**src/rtl/joystick_spi_reader.sv**
```systemverilog
// SPI mode-0 poller for a PmodJSTK-style joystick. One 5-byte exchange per poll
// period latches 10-bit X/Y samples, buttons and the 4-bit ball velocity codes.
module joystick_spi_reader #(
    parameter int HALF_SCLK   = 50,
    parameter int SS_SETUP    = 1500,
    parameter int BYTE_GAP    = 1000,
    parameter int POLL_PERIOD = 1_000_000
) (
    input  logic       clock,
    input  logic       reset,
    input  logic [1:0] leds,
    input  logic       miso,
    output logic       sclk,
    output logic       mosi,
    output logic       ss_n,
    output logic [3:0] x_axis,
    output logic [3:0] y_axis,
    output logic [9:0] x_raw,
    output logic [9:0] y_raw,
    output logic [2:0] buttons,
    output logic       sample_valid,
    output logic [2:0] dbg_state
);
    typedef enum logic [2:0] {
        ST_IDLE  = 3'd0,
        ST_SETUP = 3'd1,
        ST_SHIFT = 3'd2,
        ST_GAP   = 3'd3,
        ST_DONE  = 3'd4
    } state_t;

    localparam int CNT_MAX0 = (SS_SETUP > BYTE_GAP) ? SS_SETUP : BYTE_GAP;
    localparam int CNT_MAX  = (CNT_MAX0 > HALF_SCLK) ? CNT_MAX0 : HALF_SCLK;
    localparam int CNT_W    = $clog2(CNT_MAX + 1);
    localparam int POLL_W   = $clog2(POLL_PERIOD);

    localparam logic [CNT_W-1:0]  SETUP_LAST = CNT_W'(SS_SETUP - 1);
    localparam logic [CNT_W-1:0]  HALF_LAST  = CNT_W'(HALF_SCLK - 1);
    localparam logic [CNT_W-1:0]  GAP_LAST   = CNT_W'(BYTE_GAP - 1);
    localparam logic [POLL_W-1:0] POLL_LAST  = POLL_W'(POLL_PERIOD - 1);
    localparam logic [9:0]        X_CENTER   = 10'd448;
    localparam logic [9:0]        Y_CENTER   = 10'd512;

    state_t              r_state;
    state_t              w_next_state;
    logic [POLL_W-1:0]   r_poll_cnt;
    logic [CNT_W-1:0]    r_cnt;
    logic [2:0]          r_idx;
    logic [2:0]          r_bit;
    logic                r_sclk;
    logic                r_ss_n;
    logic [7:0]          r_tx_sr;
    logic [7:0]          r_rx_sr;
    logic [7:0]          r_b0;
    logic [1:0]          r_b1;
    logic [7:0]          r_b2;
    logic [1:0]          r_b3;
    logic [2:0]          r_b4;
    logic [9:0]          r_x_raw;
    logic [9:0]          r_y_raw;
    logic [2:0]          r_buttons;
    logic                r_sample_valid;

    logic                w_poll_wrap;
    logic                w_cnt_last;
    logic                w_sclk_rise;
    logic                w_sclk_fall;
    logic                w_byte_end;

    always_comb begin
        w_next_state = r_state;
        w_poll_wrap  = (r_poll_cnt == POLL_LAST);
        w_cnt_last   = 1'b0;
        w_sclk_rise  = 1'b0;
        w_sclk_fall  = 1'b0;
        w_byte_end   = 1'b0;
        case (r_state)
            ST_IDLE: begin
                if (w_poll_wrap) w_next_state = ST_SETUP;
            end
            ST_SETUP: begin
                w_cnt_last = (r_cnt == SETUP_LAST);
                if (w_cnt_last) w_next_state = ST_SHIFT;
            end
            ST_SHIFT: begin
                w_cnt_last  = (r_cnt == HALF_LAST);
                w_sclk_rise = w_cnt_last && !r_sclk;
                w_sclk_fall = w_cnt_last && r_sclk;
                w_byte_end  = w_sclk_fall && (r_bit == 3'd7);
                if (w_byte_end) w_next_state = (r_idx == 3'd4) ? ST_DONE : ST_GAP;
            end
            ST_GAP: begin
                w_cnt_last = (r_cnt == GAP_LAST);
                if (w_cnt_last) w_next_state = ST_SHIFT;
            end
            ST_DONE: begin
                w_next_state = ST_IDLE;
            end
            default: begin
                w_next_state = ST_IDLE;
            end
        endcase
    end

    always_ff @(posedge clock) begin
        if (!reset) r_state <= ST_IDLE;
        else        r_state <= w_next_state;
    end

    always_ff @(posedge clock) begin
        if (!reset) begin
            r_poll_cnt     <= '0;
            r_cnt          <= '0;
            r_idx          <= 3'd0;
            r_bit          <= 3'd0;
            r_sclk         <= 1'b0;
            r_ss_n         <= 1'b1;
            r_tx_sr        <= 8'h00;
            r_rx_sr        <= 8'h00;
            r_b0           <= 8'h00;
            r_b1           <= 2'b00;
            r_b2           <= 8'h00;
            r_b3           <= 2'b00;
            r_b4           <= 3'b000;
            r_x_raw        <= X_CENTER;
            r_y_raw        <= Y_CENTER;
            r_buttons      <= 3'b000;
            r_sample_valid <= 1'b0;
        end else begin
            r_sample_valid <= 1'b0;
            // Free-running so transaction starts stay on a fixed POLL_PERIOD grid.
            r_poll_cnt     <= w_poll_wrap ? '0 : r_poll_cnt + 1'b1;
            if (w_cnt_last || (w_next_state != r_state)) r_cnt <= '0;
            else if (r_state != ST_IDLE)                 r_cnt <= r_cnt + 1'b1;

            case (r_state)
                ST_IDLE: begin
                    if (w_poll_wrap) begin
                        r_ss_n  <= 1'b0;
                        r_tx_sr <= {1'b1, 5'b00000, leds};
                    end
                end
                ST_SETUP: begin
                    if (w_cnt_last) begin
                        r_idx <= 3'd0;
                        r_bit <= 3'd0;
                    end
                end
                ST_SHIFT: begin
                    if (w_sclk_rise) begin
                        r_sclk  <= 1'b1;
                        r_rx_sr <= {r_rx_sr[6:0], miso};
                    end
                    if (w_sclk_fall) begin
                        r_sclk  <= 1'b0;
                        r_tx_sr <= {r_tx_sr[6:0], 1'b0};
                        r_bit   <= r_bit + 3'd1;
                    end
                    // Only the bits that reach an output are kept from bytes 1, 3 and 4.
                    if (w_byte_end) begin
                        case (r_idx)
                            3'd0:    r_b0 <= r_rx_sr;
                            3'd1:    r_b1 <= r_rx_sr[1:0];
                            3'd2:    r_b2 <= r_rx_sr;
                            3'd3:    r_b3 <= r_rx_sr[1:0];
                            default: r_b4 <= r_rx_sr[2:0];
                        endcase
                    end
                end
                ST_GAP: begin
                    if (w_cnt_last) r_idx <= r_idx + 3'd1;
                end
                ST_DONE: begin
                    r_ss_n         <= 1'b1;
                    r_x_raw        <= {r_b1, r_b0};
                    r_y_raw        <= {r_b3, r_b2};
                    r_buttons      <= r_b4;
                    r_sample_valid <= 1'b1;
                end
                default: begin
                end
            endcase
        end
    end

    assign sclk         = r_sclk;
    assign mosi         = r_tx_sr[7];
    assign ss_n         = r_ss_n;
    assign x_raw        = r_x_raw;
    assign y_raw        = r_y_raw;
    assign x_axis       = r_x_raw[9:6];
    assign y_axis       = r_y_raw[9:6];
    assign buttons      = r_buttons;
    assign sample_valid = r_sample_valid;
    assign dbg_state    = r_state;
endmodule

```
**config.mk**
```make
export PLATFORM = sky130hd
export DESIGN_NAME = joystick_spi_reader
export DESIGN_NICKNAME = d
export VERILOG_FILES = /design/src/rtl/joystick_spi_reader.sv
export SDC_FILE = /design/constraint.sdc
export NUM_CORES = 1
export LEC_CHECK = 0
export BUFFER_PORTS_ARGS = -buffer_cell sky130_fd_sc_hd__buf_2
export CORE_MARGIN = 5
export CORE_UTILIZATION = 58
export CTS_CLUSTER_DIAMETER = 30
export DETAILED_ROUTE_END_ITERATION = 10
export GPL_ROUTABILITY_DRIVEN = 0
export PLACE_DENSITY = 0.78
export SLEW_MARGIN = 20
export SYNTH_ARGS = -nofsm -noshare
export SYNTH_HDL_FRONTEND = slang
export SYNTH_SLANG_ARGS = --single-unit
```
**constraint.sdc**
```tcl
create_clock -name clock -period 2.9 [get_ports clock]
set_input_delay 0.145 -clock clock [delete_from_list [all_inputs] [get_ports clock]]
set_output_delay 0.145 -clock clock [all_outputs]
set_load 0.05 [all_outputs]
```
# Word level (Yosys, flattened, before mapping)
# Cells that the tools add are included.
dict set report classes {
  n_bitwise 2
  mul 0
  n_lt_le_gt_ge 0
  div_mod_pow 0
  reduce_logical 27
  n_addsub 4
  muxes 23
  n_shift 0
  eq_ne 18
}
# op count
set op_table {}
lappend op_table {{3-bit two-way mux} 8}
lappend op_table {{3-bit AND reduction} 8}
lappend op_table {{20-bit by 1-bit adder with 20-bit output, second input constant} 1}
lappend op_table {{20-bit == test, second input constant} 1}
lappend op_table {{8-bit two-way mux} 2}
lappend op_table {{8-bit one-hot mux with 2 select lines} 1}
lappend op_table {{3-bit by 2-bit == test with 1-bit output, second input constant} 4}
lappend op_table {{3-bit one-hot mux with 2 select lines} 2}
lappend op_table {{3-bit one-hot mux with 4 select lines} 1}
lappend op_table {{11-bit by 1-bit adder with 11-bit output, second input constant} 1}
lappend op_table {{11-bit by 10-bit == test with 1-bit output, second input constant} 1}
lappend op_table {{11-bit == test, second input constant} 1}
lappend op_table {{11-bit by 6-bit == test with 1-bit output, second input constant} 1}
lappend op_table {{2-bit nonzero test} 5}
lappend op_table {{3-bit == test, second input constant} 3}
lappend op_table {{2-bit inequality test, second input constant} 4}
lappend op_table {{1-bit two-way mux} 7}
lappend op_table {{3-bit by 1-bit adder with 3-bit output, second input constant} 2}
lappend op_table {{3-bit by 1-bit == test with 1-bit output, second input constant} 2}
lappend op_table {{3-bit logical NOT} 2}
lappend op_table {{2-bit AND reduction} 3}
lappend op_table {{2-bit OR reduction} 2}
lappend op_table {{4-bit OR reduction} 1}
lappend op_table {{1-bit logical AND} 3}
lappend op_table {{7 further kinds} 8}
dict set report word_totals {
  ramBits 0
  mem_count 0
  latch_bits 0
  output_inout_bits 38
  rom_bits 0
  input_bits 5
  register_bits 105
  word_cells 92
}

# Longest topological paths before layout
# Gate-level depths: netlist of the first run.
dict set report logic_depth {
  depth_word 8
  ltp_mapped 8
  mapped_depth_nobuf 6
}

# Least setup slack after synthesis of the first run
# Ideal clock, no wire load.
dict set report synth_path {
  kind {register -> register}
  start {register r_state[1], in the netlist dbg_state[1]}
  end {register r_cnt[0]}
  stages_incl_launch_ff 8
  slack_ps 560
  setup_time_ps 130
  arrival_time_ps 2210
  path_cell_list {dfxtp_1 -> buf_2 -> nor3b_1 -> and4_1 -> buf_2 -> or3_1 -> buf_4 -> nor3_1}
}
dict set report synth_via {
  elab_chain_len 5
}
# element line
set synth_rtl {}
lappend synth_rtl {{from (decl)} 44} ;# state_t r_state;
lappend synth_rtl {{from (signal assigned)} 107} ;# else r_state <= w_next_state;
lappend synth_rtl {{3-bit by 2-bit == test with 1-bit output, or another cell as far along} 77} ;# case (r_state)
lappend synth_rtl {{3-bit one-hot mux with 4 select lines} 77}
lappend synth_rtl {{3-bit inequality test} 133} ;# if (w_cnt_last || (w_next_state != r_state)) r_cnt <= '0;
lappend synth_rtl {{1-bit logical OR} 133}
lappend synth_rtl {{2-bit OR reduction (no line)} n/a}
lappend synth_rtl {{to (signal assigned)} 134} ;# else if (r_state != ST_IDLE) r_cnt <= r_cnt + 1'b1;
lappend synth_rtl {{to (decl)} 47} ;# logic [CNT_W-1:0] r_cnt;
# Several ways; a longest one is shown, not always the timed one.
# A chain may end at the register's enable or synchronous reset.

# Worst setup path in the final report of the first run
dict set report layout_path {
  start {register r_poll_cnt[0]}
  end {register r_tx_sr[7]}
}
dict set report layout_via {
  elab_chain_len 3
}
# element line
set layout_rtl {}
lappend layout_rtl {{from (decl)} 46} ;# logic [POLL_W-1:0] r_poll_cnt;
lappend layout_rtl {{from (signal assigned)} 132} ;# r_poll_cnt <= w_poll_wrap ? '0 : r_poll_cnt + 1'b1;
lappend layout_rtl {{20-bit == test} 72} ;# w_poll_wrap = (r_poll_cnt == POLL_LAST);
lappend layout_rtl {{2-bit inequality test (no line)} n/a}
lappend layout_rtl {{3-bit AND reduction (no line)} n/a}
lappend layout_rtl {{to (signal assigned)} 140} ;# r_tx_sr <= {1'b1, 5'b00000, leds};
lappend layout_rtl {{to (signal assigned)} 156} ;# r_tx_sr <= {r_tx_sr[6:0], 1'b0};
lappend layout_rtl {{to (decl)} 52} ;# logic [7:0] r_tx_sr;
# No other way between the ends.

==> results of run 1 <==
[final cells by class]
type | count | area [um^2] | share of cell area (%)
multi-input cells | 328 | 2111 | 43.16
clock inverters | 7 | 96.34 | 1.970
well taps | 102 | 127.6 | 2.609
clock buffers | 9 | 123.9 | 2.533
repair buffers | 50 | 270.3 | 5.526
flip-flops and latches | 105 | 2102 | 42.98
inverters | 16 | 60.06 | 1.228
[routing by layer]
layer / wire (um) / vias up / track usage (%)
met3: 312 / 13 / 3.214
met1: 4097 / 1661 / 25.28
li1: - / 1783 / -
met2: 4377 / 67 / 32.05
met5: 0 / - / 0
met4: 135 / 0 / 7.881
[sequential cells by signal, summed over array words and instances (netlist names)]
signal,flops
r_bit,3
r_poll_cnt,20
ss_n,1
y_raw,10
r_rx_sr,8
sclk,1
buttons,3
r_tx_sr,8
sample_valid,1
r_b1,2
r_cnt,11
dbg_state,3
r_b4,3
r_idx,3
r_b2,8
x_raw,10
r_b0,8
r_b3,2
[cell usage in the layout (no fill, tap or decap), types with 16 or more instances in the layout]
cell type  count
nand3_1       18
nor2_1        21
dfxtp_1      105
nor3_1        18
a22o_1        19
xnor2_1       16
mux2i_1       20
nand4_1       19
buf_2         42
a21oi_1       27
o21ai_0       22
nand2_1       55
[cell families (layout without fill, tap and decap cells)]
kind of cell | count (synthesis) | count (layout) | synth area share (%)
AND/OR/NAND/NOR | 185 | 185 | 22.44
XOR/XNOR | 20 | 20 | 3.922
multiplexers | 21 | 21 | 4.735
buffers and inverters | 54 | 82 | 5.660
AO/OA/AOI/OAI | 92 | 92 | 13.37
adder cells (fa/ha/maj) | 10 | 10 | 2.802
flip-flops | 105 | 105 | 47.07
[power by group through the flow]
stage / combinational (mW) / sequential (mW) / clock (mW)
after floorplan: 0.0302 / 1.48 / 0
after global placement: 0.0417 / 1.48 / 0
after detailed placement: 0.0425 / 1.48 / 0
after CTS: 0.0426 / 1.45 / 0.985
after global routing: 0.0478 / 1.45 / 1.04
final: 0.0424 / 1.45 / 0.967
[path summary, 6_finish.rpt]
check	startpoint	end	slack, ns
worst min-delay path	leds[0]	r_tx_sr[0]	0.04
worst max-delay path	r_poll_cnt[0]	r_tx_sr[7]	0.66
worst max register to register	r_poll_cnt[0]	r_tx_sr[7]	0.66
worst min register to register	r_b0[0]	r_b0[0]	0.46
[tightest hold or removal path, delay by kind of cell]
kind	cells	cell delay (ns)
compound gates	1	0.07
buf+inv	1	0.10
simple gates	1	0.06
==> impl_metrics.env, run 1 <==
export IMPL_run_status="completed"
export IMPL_slew_viol_final=0
export IMPL_die_h_um=97.75
export IMPL_place_area_mm2=0.004671
export IMPL_finalHoldViolations=0
export IMPL_clkLatencyLatePin_ns=0.37
export IMPL_setup_violations=0
export IMPL_ys_top_cells_by_area="dfxtp_1, nand2_1, mux2i_1, a22o_1, xnor2_1"
export IMPL_clk_path_buf_depth=2
export IMPL_clock_sinks=105
export IMPL_ys_types=50
export IMPL_power_mw=2.458
export IMPL_grt_total_usage_pct=19.38
export IMPL_grt_pass1_vias=3349
export IMPL_endpoint_kind="register"
export IMPL_yosysTopAreaCell="dfxtp_1"
export IMPL_setup_ws_ns=0.6599
export IMPL_crit_type="reg -> reg"
export IMPL_maxSlewHeadroom_pct=45.49
export IMPL_hold_path_class="in -> reg"
export IMPL_reg2regPathDepth=5
export IMPL_port_buffers=42
export IMPL_fp_row_count=32
export IMPL_power_density_mw_per_mm2=502.6
export IMPL_fin_tns_setup_ns=0
export IMPL_rsz0062_at_grt="no"
export IMPL_finalClockSkew_ns=0.01366
export IMPL_synth_nets=502
export IMPL_ir_drop_mv=0.3216
export IMPL_synth_cells=487
export IMPL_drc=0
export IMPL_timing_fmax_mhz=446.4
export IMPL_drt_initial_drc_count=147
export IMPL_critPathSlowestCell="or4_1"
export IMPL_finish_instance_area_mm2=0.004891
export IMPL_cts_htree_levels=3
export IMPL_vias=3524
export IMPL_dp_cells=601
export IMPL_postCtsResizedCells=0
export IMPL_die_area_mm2=0.009554
export IMPL_cts_tree="done"
export IMPL_wl_per_cell_um=14.46
export IMPL_hpwlAfterDp_um=6330
export IMPL_dr_pass1_iters=4
export IMPL_drv_cap=0
export IMPL_finalCritPeriodShare_pct=77.24
export IMPL_layout_drive_gt1_share_pct=14.37
export IMPL_nNetsFinal=525
export IMPL_intPower_mw=1.881
export IMPL_worst_slew_pin_transition_ns=0.8107
export IMPL_area_growth_pct=9.526
export IMPL_routed_wl_um=8922
export IMPL_cp_slowest_stage_delay_ns=0.60
export IMPL_grt_overflow_total=0
export IMPL_cp_cell_sequence="ha_1, nand2_1, or4_1, o21ai_2, mux2_2"
export IMPL_diodes=0
export IMPL_crit_buf_inv=0
export IMPL_required_ns=3.16
export IMPL_final_core_util_pct=64.29
export IMPL_cts_setup_buffers=0
export IMPL_pwr_share_comb_pct=1.7
export IMPL_nFillCells=655
export IMPL_post_place_ws_ns=0.6771
export IMPL_start_util_pct=58.70
export IMPL_hold_slack_ns=0.04064
export IMPL_p_leak_nw=1.721
export IMPL_ios=43
export IMPL_netlist_area_mm2=0.004466
export IMPL_synth_edf_count=0
export IMPL_ys_seq_area_share_pct=47.07
export IMPL_synth_most_common_cell="dfxtp_1"
export IMPL_clock_power_share_pct=39.3
export IMPL_ctsHoldBuffers=0
export IMPL_grt_max_degree=35
export IMPL_critical_path_top_delay_family="simple AND/OR/NAND/NOR gates"
export IMPL_instances_no_fill=617
export IMPL_yosys_register_bits=105
export IMPL_yosys_warnings=0
export IMPL_die_w_um=97.75
export IMPL_viasPerCell=5.712
export IMPL_seqPwrFrac_pct=58.9
export IMPL_path_depth=5
export IMPL_switching_power_mw=0.5771
export IMPL_cts_inserted_buffers=9
export IMPL_grt_pass1_wl_um=15650
export IMPL_avgSynthCellArea_um2=9.169
export IMPL_synth_ff_type="dfxtp_1"
export IMPL_antenna_found_initial=0
export IMPL_synth_async_sr_flop_share_pct=0
export IMPL_critPathLaunchType="register"
export IMPL_period_needed_ns=2.240
export IMPL_core_area_mm2=0.007607
export IMPL_crit_fanout=8
export IMPL_synth_top_cell_area_share_pct=47.07
export IMPL_min_path_cells=3
export IMPL_root_buffer="clkbuf_8"
export IMPL_swShare_pct=23.48
export IMPL_clkTransAtPathRegs_ns=0.10
export IMPL_arrival_ns=2.50
export IMPL_ant_nets=0
export IMPL_synth_common_cells="dfxtp_1, nand2_1, a21oi_1"
(Power assumes the default switching activity.)
==> run 2: changes to the inputs <==
Settings changed: ABC_AREA from default to 1, CORE_UTILIZATION 58 to 53, PLACE_DENSITY 0.78 to 0.75.
Clock period 2.9 ns to 2.06 ns, I/O delays scaled along.
==> run 2 against run 1 <==
Synthesized area grew 1.4%. Critical path depth grew 3. Via count grew 9.7%. Sequential share of layout area shrank 0.75 points. Register-to-register slack lost 0.51 ns. Utilization shrank 4.0 points. Final area grew 1.8%. Synthesized cell count grew 26%. Power grew 34%. Global-route usage grew 0.28 points. Critical endpoint is now r_b0[4]. Largest power group unchanged.
==> impl_metrics.env, run 2 <==
export IMPL_post_place_ws_ns=0.1454
export IMPL_crit_type="reg -> reg"
export IMPL_hold_slack_ns=0.01172
export IMPL_synth_nets=627
export IMPL_r2r_end="r_b0[4]"
export IMPL_arrival_ns=2.21
export IMPL_drc=0
export IMPL_final_cell_mix="nand2_1, dfxtp_1, nor2_1"
export IMPL_nNetsFinal=664
export IMPL_hpwlAfterDp_um=7109
export IMPL_power_mw=3.289
export IMPL_die_h_um=102.4
export IMPL_nFillCells=798
export IMPL_p_leak_nw=2.094
export IMPL_hold_path_class="in -> reg"
export IMPL_clkLatencyLatePin_ns=0.36
export IMPL_critPathLaunchType="register"
export IMPL_clk_path_buf_depth=2
export IMPL_yosys_warnings=0
export IMPL_ys_top_cells_by_area="dfxtp_1, nand2_1, nor2_1, inv_1, a21oi_1"
export IMPL_vias=3865
export IMPL_cp_endpoint="r_b0[4]"
export IMPL_reg2regPathDepth=8
export IMPL_finalHoldViolations=0
export IMPL_largestRegisters="r_poll_cnt x20, r_cnt x11"
export IMPL_finalCritPeriodShare_pct=92.64
export IMPL_grt_pass1_wl_um=16640
export IMPL_finalClockSkew_ns=0.01330
export IMPL_ir_drop_mv=0.4070
export IMPL_port_buffers=42
export IMPL_routed_wl_um=9740
export IMPL_yosys_register_bits=105
export IMPL_synth_most_common_cell="nand2_1"
export IMPL_synth_top_cell_area_share_pct=46.42
export IMPL_largest_reg_flops=20
export IMPL_viasPerCell=5.092
export IMPL_ys_seq_area_share_pct=46.42
export IMPL_dr_pass1_iters=5
export IMPL_synth_cells=612
export IMPL_grt_overflow_total=0
export IMPL_power_density_mw_per_mm2=660.9
export IMPL_setup_violations=0
export IMPL_drv_cap=0
export IMPL_crit_fanout=16
export IMPL_ios=43
export IMPL_layout_drive_gt1_share_pct=13.46
export IMPL_synth_ff_type="dfxtp_1"
export IMPL_rsz0062_at_grt="no"
export IMPL_synth_common_cells="nand2_1, dfxtp_1, nor2_1"
export IMPL_maxSlewHeadroom_pct=70.19
export IMPL_r2r_start="dbg_state[1]"
export IMPL_ant_nets=0
export IMPL_top_register="r_poll_cnt"
export IMPL_synth_edf_count=0
export IMPL_grt_total_usage_pct=19.66
export IMPL_start_util_pct=54.83
export IMPL_ff2ff_setup_slack_ns=0.15
export IMPL_cts_inserted_buffers=9
export IMPL_die_w_um=102.4
export IMPL_setup_ws_ns=0.1516
export IMPL_slew_viol_final=0
export IMPL_synth_async_sr_flop_share_pct=0
export IMPL_required_ns=2.36
export IMPL_netlist_area_mm2=0.004528
export IMPL_endpoint_kind="register"
export IMPL_clkTransAtPathRegs_ns=0.10
export IMPL_layout_commonest_cell="nand2_1"
export IMPL_cts_tree="done"
export IMPL_worst_slew_pin_transition_ns=0.4457
export IMPL_wl_per_cell_um=12.83
export IMPL_avgSynthCellArea_um2=7.399
export IMPL_fp_row_count=33
export IMPL_die_area_mm2=0.01049
export IMPL_clock_sinks=105
export IMPL_core_area_mm2=0.008258
export IMPL_diodes=0
export IMPL_yosysTopAreaCell="dfxtp_1"
export IMPL_cts_htree_levels=3
export IMPL_grt_max_degree=27
export IMPL_grt_pass1_vias=3694
export IMPL_run_status="completed"
export IMPL_cts_setup_buffers=0
export IMPL_area_growth_pct=9.920
export IMPL_antenna_found_initial=0
export IMPL_startpoint="dbg_state[1]"
export IMPL_ys_types=34
export IMPL_timing_fmax_mhz=524.0
export IMPL_drt_initial_drc_count=178
export IMPL_root_buffer="clkbuf_8"
export IMPL_period_needed_ns=1.908
export IMPL_fin_tns_setup_ns=0
run 2: cell type report:
| type | count | area, um^2 | area share [%] |
|---|---|---|---|
| Timing Repair Buffer | 49 | 262.8 | 5.279 |
| Inverter | 77 | 289.0 | 5.807 |
| Sequential cell | 105 | 2102 | 42.23 |
| Tap cell | 105 | 131.4 | 2.640 |
| Clock inverter | 5 | 38.79 | 0.7793 |
| Multi-Input combinational cell | 407 | 2012 | 40.42 |
| Clock buffer | 11 | 141.4 | 2.841 |
run 2: report_power, final:
part	switching [mW]	internal, mW	leakage (nW)
registers	0.00390	2.03	0.846
clock network	0.707	0.478	0.0782
logic	0.0491	0.0182	1.17
total	0.760	2.53	2.09
run 2: worst min path at each step:
| stage | start | endpoint | slack [ns] | cells after the start |
|---|---|---|---|---|
| 2_1_floorplan | leds[0] | r_tx_sr[0] | 0.24 | 2 |
| 3_3_place_gp | leds[0] | r_tx_sr[0] | 0.35 | 3 |
| 3_5_place_dp | leds[0] | r_tx_sr[0] | 0.39 | 3 |
| 4_1_cts | leds[0] | r_tx_sr[0] | 0.003 | 3 |
| 5_1_grt | leds[0] | r_tx_sr[0] | 0.04 | 3 |
| 6_report | leds[0] | r_tx_sr[0] | 0.01 | 3 |
run 2: kinds of logic (layout without fill, tap and decap cells):
family | count (synthesis) | in the layout | share of synthesized area [%]
buffers and inverters | 100 | 142 | 9.478
xor gates and xnor gates | 14 | 14 | 2.708
DFF | 105 | 105 | 46.42
adders and majority gates | 10 | 10 | 2.763
AOI/OAI and AO/OA | 80 | 80 | 9.423
and+or+nand+nor | 303 | 303 | 29.21
run 2: worst max-delay path, stage by stage (launching register included):
cell and delay [ns]:
dfxtp_1 0.43, inv_1 0.12, nor3_4 0.37, nand2_4 0.11, nor2_4 0.28, nand3_4 0.25
nand2_1 0.12, nand2_1 0.05, nor2_1 0.10
run 2: what timing repair did:
item | in CTS | in global routing
hold buffers | 0 | 0
endpoints found under the setup margin | 0 | 26
resized for setup | 0 | 3
run 2: metrics by stage:
stage	cells	utilization (%)	area, um^2
3_5_place_dp	743	57.91	4782
5_1_grt	759	60.27	4977
4_1_cts	759	60.09	4962
6_report	759	60.27	4977
3_3_place_gp	743	57.91	4782
2_1_floorplan	612	-	4528
run 2: per-layer routing:
layer,routed length (um),vias up,GRT usage [%]
li1,-,1998,-
met1,4425,1774,25.13
met2,4710,77,33.02
met3,432,16,3.140
met4,172,0,7.972
met5,0,-,0
